$ cat config.mk
export PLATFORM = sky130hd
export DESIGN_NAME = seg7_scan_ctrl
export DESIGN_NICKNAME = d
export VERILOG_FILES = /design/src/rtl/seg7_pkg.sv /design/src/rtl/seg7_decoder.sv /design/src/rtl/seg7_scan_ctrl.sv
export SDC_FILE = /design/constraint.sdc
export NUM_CORES = 1
export LEC_CHECK = 0
export BUFFER_PORTS_ARGS = -buffer_cell sky130_fd_sc_hd__buf_4
export CAP_MARGIN = 20
export CORE_ASPECT_RATIO = 1.25
export CORE_UTILIZATION = 37
export DETAILED_ROUTE_END_ITERATION = 10
export PLACE_DENSITY = 0.67
export SYNTH_ARGS = -nofsm -noshare
export SYNTH_HDL_FRONTEND = slang
export SYNTH_HIERARCHICAL = 1
export SYNTH_SLANG_ARGS = --single-unit
$ cat constraint.sdc
create_clock -name clk -period 3.02 [get_ports clk]
set_input_delay 0.906 -clock clk [delete_from_list [all_inputs] [get_ports clk]]
set_output_delay 0.906 -clock clk [all_outputs]
set_load 0.1 [all_outputs]
$ cat src/rtl/seg7_pkg.sv
// Shared segment encodings for the seven-segment scan controller.
// Bit order of every code is {a,b,c,d,e,f,g,dp}; a set bit lights the segment.
package seg7_pkg;

  localparam int         SEG_DP_BIT = 0;
  localparam logic [7:0] SEG_BLANK  = 8'h00;

  localparam logic [7:0] SEG_CODES [16] = '{
    8'hFC, 8'h60, 8'hDA, 8'hF2, 8'h66, 8'hB6, 8'hBE, 8'hE0,
    8'hFE, 8'hF6, 8'hEE, 8'h3E, 8'h9C, 8'h7A, 8'h9E, 8'h8E
  };

  function automatic logic is_bcd(input logic [3:0] value);
    return value < 4'd10;
  endfunction

endpackage

$ cat src/rtl/seg7_decoder.sv
// Combinational nibble-to-segment decoder with decimal-point merge.
// Values 10-15 decode to blank unless hex_mode is set.
module seg7_decoder
  import seg7_pkg::*;
(
  input  logic [3:0] value,
  input  logic       hex_mode,
  input  logic       dp,
  output logic [7:0] code
);

  always_comb begin
    // NOTE: default first so every path assigns code and no latch is inferred.
    code = SEG_BLANK;
    if (hex_mode || is_bcd(value)) code = SEG_CODES[value];
    code[SEG_DP_BIT] = code[SEG_DP_BIT] | dp;
  end

endmodule

$ cat src/rtl/seg7_scan_ctrl.sv
// Time-multiplexed seven-segment driver for two segment banks with frame-coherent
// input snapshots, blanking (enable, blink, leading zeros) and registered outputs.
module seg7_scan_ctrl
  import seg7_pkg::*;
#(
  parameter int NUM_DIGITS  = 8,
  parameter int BANK_DIGITS = NUM_DIGITS / 2,
  parameter int SCAN_DIV    = 100000,
  parameter int BLINK_LOG2  = 5
) (
  input  logic                    clk,
  input  logic                    rst_n,
  input  logic [4*NUM_DIGITS-1:0] digits,
  input  logic [NUM_DIGITS-1:0]   dp_en,
  input  logic [NUM_DIGITS-1:0]   digit_en,
  input  logic                    hex_mode,
  input  logic                    lz_suppress,
  input  logic [NUM_DIGITS-1:0]   blink_mask,
  output logic [NUM_DIGITS-1:0]   an,
  output logic [7:0]              segout_0,
  output logic [7:0]              segout_1,
  output logic                    frame_tick
);

  localparam int IDX_W = $clog2(NUM_DIGITS);
  localparam int PRE_W = $clog2(SCAN_DIV);

  typedef struct packed {
    logic [4*NUM_DIGITS-1:0] digits;
    logic [NUM_DIGITS-1:0]   dp_en;
    logic [NUM_DIGITS-1:0]   digit_en;
    logic [NUM_DIGITS-1:0]   blink_mask;
    logic                    hex_mode;
    logic                    lz_suppress;
  } snap_t;

  logic [PRE_W-1:0]      prescaler;
  logic [IDX_W-1:0]      idx;
  snap_t                 snap;
  logic [BLINK_LOG2-1:0] blink_cnt;
  logic                  blink_phase;
  logic                  first;

  logic       pre_tc;
  logic       idx_last;
  logic       load;
  logic [3:0] cur_value;
  logic       upper_zero;
  logic       blank;
  logic       in_bank0;
  logic [7:0] dec_code;
  logic [7:0] code;

  assign pre_tc   = prescaler == PRE_W'(SCAN_DIV - 1);
  assign idx_last = idx == IDX_W'(NUM_DIGITS - 1);
  assign load     = first | (pre_tc & idx_last);

  // The prescaler idles during the initial load so digit 0 gets a full slot in frame 0.
  always_ff @(posedge clk or negedge rst_n) begin
    if (!rst_n) begin
      prescaler   <= '0;
      idx         <= '0;
      snap        <= '0;
      blink_cnt   <= '0;
      blink_phase <= 1'b0;
      first       <= 1'b1;
    end else begin
      // NOTE: non-blocking everywhere so every register samples pre-edge values.
      first <= 1'b0;
      if (!first) begin
        prescaler <= pre_tc ? '0 : prescaler + 1'b1;
        if (pre_tc) idx <= idx_last ? '0 : idx + 1'b1;
      end
      if (load) begin
        snap        <= '{digits, dp_en, digit_en, blink_mask, hex_mode, lz_suppress};
        blink_cnt   <= blink_cnt + 1'b1;
        if (&blink_cnt) blink_phase <= ~blink_phase;
      end
    end
  end

  assign cur_value  = snap.digits[{idx, 2'b00} +: 4];
  assign upper_zero = (snap.digits >> {idx, 2'b00}) == '0;
  assign in_bank0   = idx < IDX_W'(BANK_DIGITS);

  seg7_decoder u_decoder (
    .value    (cur_value),
    .hex_mode (snap.hex_mode),
    .dp       (snap.dp_en[idx]),
    .code     (dec_code)
  );

  always_comb begin
    blank = !snap.digit_en[idx]
          | (snap.blink_mask[idx] & blink_phase)
          | (snap.lz_suppress & upper_zero & (idx != '0));
    code  = blank ? SEG_BLANK : dec_code;
  end

  always_ff @(posedge clk or negedge rst_n) begin
    if (!rst_n) begin
      an         <= '0;
      segout_0   <= SEG_BLANK;
      segout_1   <= SEG_BLANK;
      frame_tick <= 1'b0;
    end else begin
      an         <= snap.digit_en[idx] ? NUM_DIGITS'(1) << idx : '0;
      segout_0   <= in_bank0 ? code : SEG_BLANK;
      segout_1   <= in_bank0 ? SEG_BLANK : code;
      frame_tick <= load;
    end
  end

endmodule

==> flow_summary.ini, run 1 <==
[status]
status = finished clean

[cts]
cts-root-buf = clkbuf_16
postCtsSetupBuffers = 0
ctsResizeCount = 0
cts_sinks = 110
cts_buffer_depth = 2
ctsHoldBuffers = 0
numCtsBuffers = 9
cts_tree = built
insertion_delay_ps = 350
path_clk_slew_ps = 70
htree_levels = 3

[synth]
synth_top_area_share_pct = 50.2
synthArstFlopShare_pct = 100
synthTopCellsByArea = dfrtp_1 50%, mux2_2 12%, mux4_2 5.4%, nor2_1 3.7%, ha_1 3.2%
synth_nets = 532
synthDistinctLibCells = 62
synth_flop_cell = dfrtp_1
synth_cells = 458
postSynthAreaPerCell_um2 = 11.9
ys_ff_latch = 110
yosysWarningCount = 6
synth_largest_area_cell = dfrtp_1
synth_edf_count = 0
syn_area_mm2 = 0.00544
synth-seq-area-share_pct = 50.6

[place]
io_buffers = 84
hpwlAfterDp_um = 8590
place_area_mm2 = 0.00625
gp_congestion = 0.897

[grt]
antenna_found_initial = 0
grtUsageMet3_pct = 3.96
met1_usage_pct = 19.2
grt_pass1_vias = 3808
grt_use_total_pct = 15.7
grt_util_met2_pct = 26.2
grt_busiest_layer = met2
grt_max_degree = 111
grt_overflow = 0
grt_pass1_wl_um = 18900

[timing]
fin_worst_skew_ps = 7.45
setup_viol = 0
hold_ws_ps = 486
fin_crit_sh_pct = 92.6
grt_setup_unrepaired = false
final_max_slew_viol_count = 0
relSlewSlack_pct = 48.1
period_needed_ps = 2800
hold_viol = 0
fin_tns_setup_ps = 0
tightest_slew_ps = 779
fmax_ghz = 0.358

[critical_path]
cp.buffers_inverters = 1
path_max_fanout = 22
path_cells = inv_1 > ha_1 > o21bai_1 > a2111oi_0 > nand3b_1 > nor4_4 > nor2_1
rr_worst_depth = 7
critical_path.reg2reg.endpoint = segout_0[3]
reg2reg_from = idx[1]
startpoint_type = flip-flop
cpMaxStageDelayCell = dfrtp_1
cp_top_family = flip-flops
max_stage_delay_ps = 850
r2r_slack_ps = 220
required_ps = 3230
worstSetupPathType = flip-flop to flip-flop
crit_arrival_ps = 3010
cp-end-kind = flip-flop

[floorplanning]
die_h_um = 138
coreArea_mm2 = 0.0143
io_pins = 85
start_util_pct = 37.9
die-area_mm2 = 0.0152
die_x_um = 110
rows = 49

[power]
p_per_area_mw_per_mm2 = 569
p_leak_nw = 2.96
ir_worst_vdd_v = 0.000329

[min_path]
hold_path.startpoint = blink_cnt[4]
hp-class = flip-flop to flip-flop
whs_path_depth = 1
whs_endpoint = blink_cnt[4]

[route]
drtPass1Iterations = 5
drt_drc_violations_left = 0
wl_per_cell_um = 15.8
vias = 3804
drt_iter0_markers = 241
drt-vias-per-instance = 5.25
routed_wl_um = 11400
final_antenna_net_count = 0

[finish]
design_area_mm2 = 0.00657
postLayoutCoreUtil_pct = 45.8
area_growth_pct = 20.8
multi_input_area_mm2 = 0.00250
regArea_mm2 = 0.00275
fillerInstances = 1359
drive_above_1_share_pct = 36.3
nNetsFinal = 615
diodes = 0

[job]
drv_cap = 0
synth_stat cells (all sizes together) (8+ instances only):
library cell  number
and3               8
mux4              16
nor2              55
ha                14
nand2             41
mux2              60
dfrtp            109
inv               18
nand3             11
xnor2             10
buf               14
o21ai             11
nor3               9
power breakdown:
group          total [mW]  internal, mW  leakage, nW  switching (mW)
clock                1.22         0.679        0.152           0.539
combinational       0.720         0.308         1.44           0.411
sequential           1.80          1.64         1.37           0.153
area by class of cell:
class | instances | share of cell area, %
clock buffer | 10 | 3.64
clock inverter | 6 | 1.14
inverter | 18 | 1.03
multi-input combinational | 311 | 38.1
sequential | 110 | 41.9
tap | 178 | 3.39
timing repair buffer | 91 | 10.8
how the worst max path moves through the flow:
| stage | start | to | depth (start not counted) |
|---|---|---|---|
| 4_1_cts | idx[1] | segout_0[3] | 7 |
| 5_1_grt | idx[1] | segout_0[3] | 7 |
| 3_5_place_dp | idx[1] | segout_0[3] | 7 |
| 2_1_floorplan | idx[0] | segout_0[5] | 12 |
| 6_report | idx[1] | segout_0[3] | 7 |
| 3_3_place_gp | idx[1] | segout_0[5] | 7 |
registers in the layout, indices dropped and copies added (netlist names):
name         count
an               8
blink_cnt        5
blink_phase      1
first            1
frame_tick       1
idx              3
prescaler       17
segout_0         8
segout_1         8
snap            58
routing by layer:
metal,routed length (µm),up-vias,share of wire (%)
met5,0,-,0
met4,333,0,2.9
met3,771,28,6.8
met2,5620,148,49
met1,4680,1840,41
li1,-,1788,-
worst reg2reg max path, cell delays in order (launching register included):
cell and delay, ps:
dfrtp_1 850, inv_1 290, ha_1 300, o21bai_1 160
a2111oi_0 380, nand3b_1 170, nor4_4 390, nor2_1 110
through the flow:
stage          worst slack, ps  std cells  power, mW
2_1_floorplan              324        458       2.31
3_3_place_gp               367        708       2.52
3_5_place_dp               220        708       2.55
4_1_cts                    212        724       3.78
5_1_grt                   34.6        724       3.92
6_report                   224        724       3.73
kinds of logic (layout without fill, tap and decap cells):
kind of cell             Yosys count  in the layout  share of synthesized area [%]
AO/OA/AOI/OAI                     44             44                           5.91
other                              1              1                         0.0690
flip-flops                       110            110                           50.6
multiplexers                      77             77                           19.4
buffers and inverters             37            125                           3.36
adder cells (fa/ha/maj)           14             14                           3.22
AND/OR/NAND/NOR                  159            159                           14.8
XOR/XNOR                          16             16                           2.58
cell usage in the layout, fill, tap and decap left out, types with 4 or more instances in the layout:
master and instances:
nor3_1 9, buf_4 89, nand2_1 40, xor2_1 6
ha_1 14, a21oi_1 5, clkbuf_16 9, mux4_2 13
dfrtp_1 109, o21ai_0 11, and3_1 8, and2_1 4
nor2_1 53, mux2_2 60, inv_1 16, nand2b_1 5
xnor2_1 10, nand3_1 11, a211oi_1 5
Power figures use the tool's default switching activity.
==> run 2, diff against run 1 <==
PLACE_DENSITY = 0.66   (was 0.67)
clock period = 3 ns   (was 3.02 ns; I/O delays follow)
==> flow_summary.ini, run 2 (synthesis gave the netlist of run 1 again) <==
[route]
wl_per_cell_um = 16.2
vias = 3816
routed_wl_um = 11800
drt_iter0_markers = 233
final_antenna_net_count = 0
drt_drc_violations_left = 0
drt-vias-per-instance = 5.24
drtPass1Iterations = 4

[cts]
postCtsSetupBuffers = 0
cts_sinks = 110
cts-root-buf = clkbuf_16
insertion_delay_ps = 360
htree_levels = 3
ctsHoldBuffers = 0
numCtsBuffers = 9
ctsResizeCount = 0
path_clk_slew_ps = 70
cts_tree = built
cts_buffer_depth = 2

[grt]
grt_pass1_vias = 3970
grt_use_total_pct = 16.4
antenna_found_initial = 0
grt_pass1_wl_um = 19600
grt_overflow = 0
grt_max_degree = 55

[power]
switching_power_mw = 1.11
power_frac_comb_pct = 19.0
p_per_area_mw_per_mm2 = 583
seqPwrFrac_pct = 47.0
internal_power_mw = 2.74
ir_worst_vdd_v = 0.000262
p_leak_nw = 2.99
switching_share_pct = 28.7
clockPowerShare_pct = 34.1

[timing]
final_max_slew_viol_count = 0
fin_crit_sh_pct = 89.9
period_needed_ps = 2700
relSlewSlack_pct = 60.9
postLayoutSetupSlackWorst_ps = 302
fmax_ghz = 0.371
hold_viol = 0
fin_worst_skew_ps = 8.06
tightest_slew_ps = 571
grt_setup_unrepaired = false
setup_viol = 0
hold_ws_ps = 478
fin_tns_setup_ps = 0

[critical_path]
path_max_fanout = 20
cp-end-kind = flip-flop
startpoint_type = flip-flop
crit_arrival_ps = 2990
worstSetupPathType = flip-flop to flip-flop
required_ps = 3290

[status]
status = finished clean

[floorplanning]
die_x_um = 110
coreArea_mm2 = 0.0143
io_pins = 85
start_util_pct = 37.9
rows = 49
die-area_mm2 = 0.0152
die_h_um = 138

[finish]
area_growth_pct = 21.5
diodes = 0
largest-register = snap
layout_commonest_cell = dfrtp_1
nNetsFinal = 619
drive_above_1_share_pct = 36.7
design_area_mm2 = 0.00661
largest_reg_flops = 58
layout_common_cells = 109 x dfrtp_1, 94 x buf_4, 60 x mux2_2
reg_top3 = snap: 58 flops, prescaler: 17 flops

[place]
gp_congestion = 0.925
place_area_mm2 = 0.00627
hpwlAfterDp_um = 8910
io_buffers = 84
post-place-ws_ps = 337

[job]
drv_cap = 0

[min_path]
hp-class = flip-flop to flip-flop
==> run 2: cell types whose count changed in the layout (fill, tap and decap cells not counted) <==
cell,change
buf_4,+5
inv_6,-2
buf_12,-1
bufinv_16,+1
clkbuf_8,+1
clkinv_2,+1
inv_8,-1
==> run 2: final timing paths <==
kind	startpoint	end	slack, ps	cells past startpoint
max	idx[0]	segout_0[5]	300	10
min	blink_cnt[4]	blink_cnt[4]	480	1
max reg2reg	idx[0]	segout_0[5]	300	10
min reg2reg	blink_cnt[4]	blink_cnt[4]	480	1
max in group asynchronous	rst_n	segout_0[0]	1830	2
min in group asynchronous	rst_n	segout_0[1]	510	1
==> run 2: area by class of cell <==
| cell class | count | area (µm²) |
|---|---|---|
| tap | 178 | 223 |
| timing repair buffer | 95 | 726 |
| fill | 1331 | 7740 |
| multi-input combinational | 311 | 2500 |
| sequential | 110 | 2750 |
| clock inverter | 5 | 81.3 |
| inverter | 18 | 67.6 |
| clock buffer | 11 | 253 |
==> run 2: worst max-delay path, stage by stage (launching register included) <==
cell and delay [ps]:
dfrtp_1 470, buf_4 300, mux4_2 530, nand2_1 80, nand2_1 180, inv_1 170, ha_1 230, and2b_1 210
a211oi_1 280, nand2_1 80, nor2_1 90
==> run 2: stage by stage <==
step / power [mW] / util [%] / std cells
CTS: 3.89 / 46.0 / 728
global placement: 2.54 / 43.7 / 712
detailed placement: 2.57 / 43.7 / 712
finish: 3.85 / 46.0 / 728
global route: 4.03 / 46.0 / 728
floorplan: 2.32 / - / 458
==> run 2: per-layer routing <==
layer	wire (µm)	part of all wire, %	vias to the layer above	global-route usage (%)
li1	-	-	1791	-
met1	5050	43	1892	20.2
met2	5940	50	112	27.8
met3	522	4.4	21	3.74
met4	256	2.2	0	6.59
met5	0	0	-	0
==> run 2: power by group through the flow <==
stage	Clock [mW]	Sequential (mW)	Combinational [mW]
4_1_cts	1.34	1.81	0.737
3_3_place_gp	0	1.83	0.714
6_report	1.31	1.81	0.730
5_1_grt	1.40	1.83	0.796
2_1_floorplan	0	1.95	0.371
3_5_place_dp	0	1.83	0.734
==> run 3, diff against run 2 <==
CORE_MARGIN = 5   (was unset)
GPL_TIMING_DRIVEN = 0   (was unset)
clock period = 3.2 ns   (was 3 ns; I/O delays follow)
==> flow_summary.ini, run 3 (synthesis gave the netlist of run 1 again) <==
[finish]
regArea_mm2 = 0.00275
drive_above_1_share_pct = 37.0
multi_input_area_mm2 = 0.00250
diodes = 0
area_growth_pct = 21.4
largest_reg_flops = 58
postLayoutCoreUtil_pct = 45.8
layout_commonest_cell = dfrtp_1
largest-register = snap
design_area_mm2 = 0.00660
reg_top3 = snap: 58 flops, prescaler: 17 flops
fillerInstances = 1325
nNetsFinal = 627
instances_no_fill = 735
layout_common_cells = 109 x dfrtp_1, 87 x buf_4, 60 x mux2_2

[timing]
fin_worst_skew_ps = 12.8
hold_ws_ps = 474
hold_viol = 0
fin_tns_setup_ps = 0
final_max_slew_viol_count = 0
grt_setup_unrepaired = false
fin_crit_sh_pct = 90.6
setup_viol = 0
relSlewSlack_pct = 52.9
postLayoutSetupSlackWorst_ps = 300
fmax_ghz = 0.345
tightest_slew_ps = 706
period_needed_ps = 2900

[floorplanning]
rows = 49
coreArea_mm2 = 0.0144
die_h_um = 146
io_pins = 85
start_util_pct = 37.7
die_x_um = 118
die-area_mm2 = 0.0172

[power]
switching_power_mw = 1.02
power_frac_comb_pct = 20.3
p_leak_nw = 2.99
switching_share_pct = 29.9
ir_worst_vdd_v = 0.000340
seqPwrFrac_pct = 49.4
p_per_area_mw_per_mm2 = 518
internal_power_mw = 2.40
clockPowerShare_pct = 30.3
total_power_mw = 3.42

[cts]
postCtsSetupBuffers = 0
cts-root-buf = clkbuf_16
path_clk_slew_ps = 70
insertion_delay_ps = 340
cts_buffer_depth = 2
cts_sinks = 110
cts_tree = built
numCtsBuffers = 9
htree_levels = 3

[route]
drt_drc_violations_left = 0
drt-vias-per-instance = 5.22
vias = 3837
drtPass1Iterations = 5
drt_iter0_markers = 239
routed_wl_um = 12400
wl_per_cell_um = 16.9
final_antenna_net_count = 0

[grt]
grt_pass1_vias = 4086
grt_pass1_wl_um = 20400
antenna_found_initial = 0
grt_max_degree = 57
grt_use_total_pct = 14.5
grt_overflow = 0

[critical_path]
crit_path_end = segout_0[5]
required_ps = 3480
rr_worst_depth = 12
worstSetupPathType = flip-flop to flip-flop
startpoint = idx[0]
path_max_fanout = 10
critical_path.reg2reg.endpoint = segout_0[5]
crit_arrival_ps = 3180
startpoint_type = flip-flop
cp-end-kind = flip-flop
r2r_slack_ps = 300
reg2reg_from = idx[0]

[job]
drv_cap = 0

[place]
hpwlAfterDp_um = 9570
post-place-ws_ps = -43.4
place_area_mm2 = 0.00632
place_inst = 721
gp_congestion = 0.925
io_buffers = 84

[status]
status = finished clean

[min_path]
hp-class = flip-flop to flip-flop
==> run 3: changes by cell type in the layout (fill, tap and decap cells not counted), moves of 2 or more <==
cell | before | now
buf_2 | 0 | 5
buf_4 | 94 | 87
buf_6 | 0 | 4
bufinv_16 | 2 | 0
clkbuf_1 | 0 | 4
clkbuf_4 | 0 | 2
==> run 3: timing repair <==
item | CTS | global route
hold endpoints to repair | 0 | 0
hold buffers | 0 | 0
setup endpoints to repair | 5 | 9
cloned | 0 | 0
resized for setup | 1 | 4
==> run 3: power groups by stage <==
stage / logic (mW) / clock network [mW] / registers [mW]
final: 0.695 / 1.04 / 1.69
after global routing: 0.761 / 1.11 / 1.71
after CTS: 0.704 / 1.07 / 1.69
after detailed placement: 0.702 / 0 / 1.71
after global placement: 0.680 / 0 / 1.70
after floorplan: 0.348 / 0 / 1.83
==> run 3: how the worst min path moves through the flow <==
stage,from,to,depth (start not counted)
after floorplan,blink_cnt[3],blink_cnt[3],1
after CTS,blink_cnt[3],blink_cnt[3],1
after detailed placement,blink_cnt[3],blink_cnt[3],1
final,blink_cnt[3],blink_cnt[3],1
after global placement,blink_cnt[3],blink_cnt[3],1
after global routing,blink_cnt[3],blink_cnt[3],1
==> run 3: final cells by class <==
cell class                      count  area share [%]
Sequential cell                   110            41.7
Multi-Input combinational cell    311            37.9
Timing Repair Buffer               85            9.97
Clock buffer                       10            3.62
Tap cell                          178            3.37
Buffer                             18            1.86
Inverter                           18            1.02
Clock inverter                      5           0.531
==> run 3: layer usage <==
layer,track usage [%],vias to the layer above,share of wire [%]
met3,3.30,19,5.3
li1,-,1800,-
met4,4.25,0,1.6
met1,18.3,1890,41
met5,0,-,0
met2,24.8,128,52
==> run 3: worst max-delay path: stages (launching register included) <==
cell      delay (ps)
dfrtp_1          400
buf_6            180
clkbuf_4         260
buf_6            210
mux4_2           520
nand2_1           90
nand2_2          130
inv_1            130
ha_1             230
and2b_1          210
a211oi_1         280
nand2_1           80
nor2_1            90
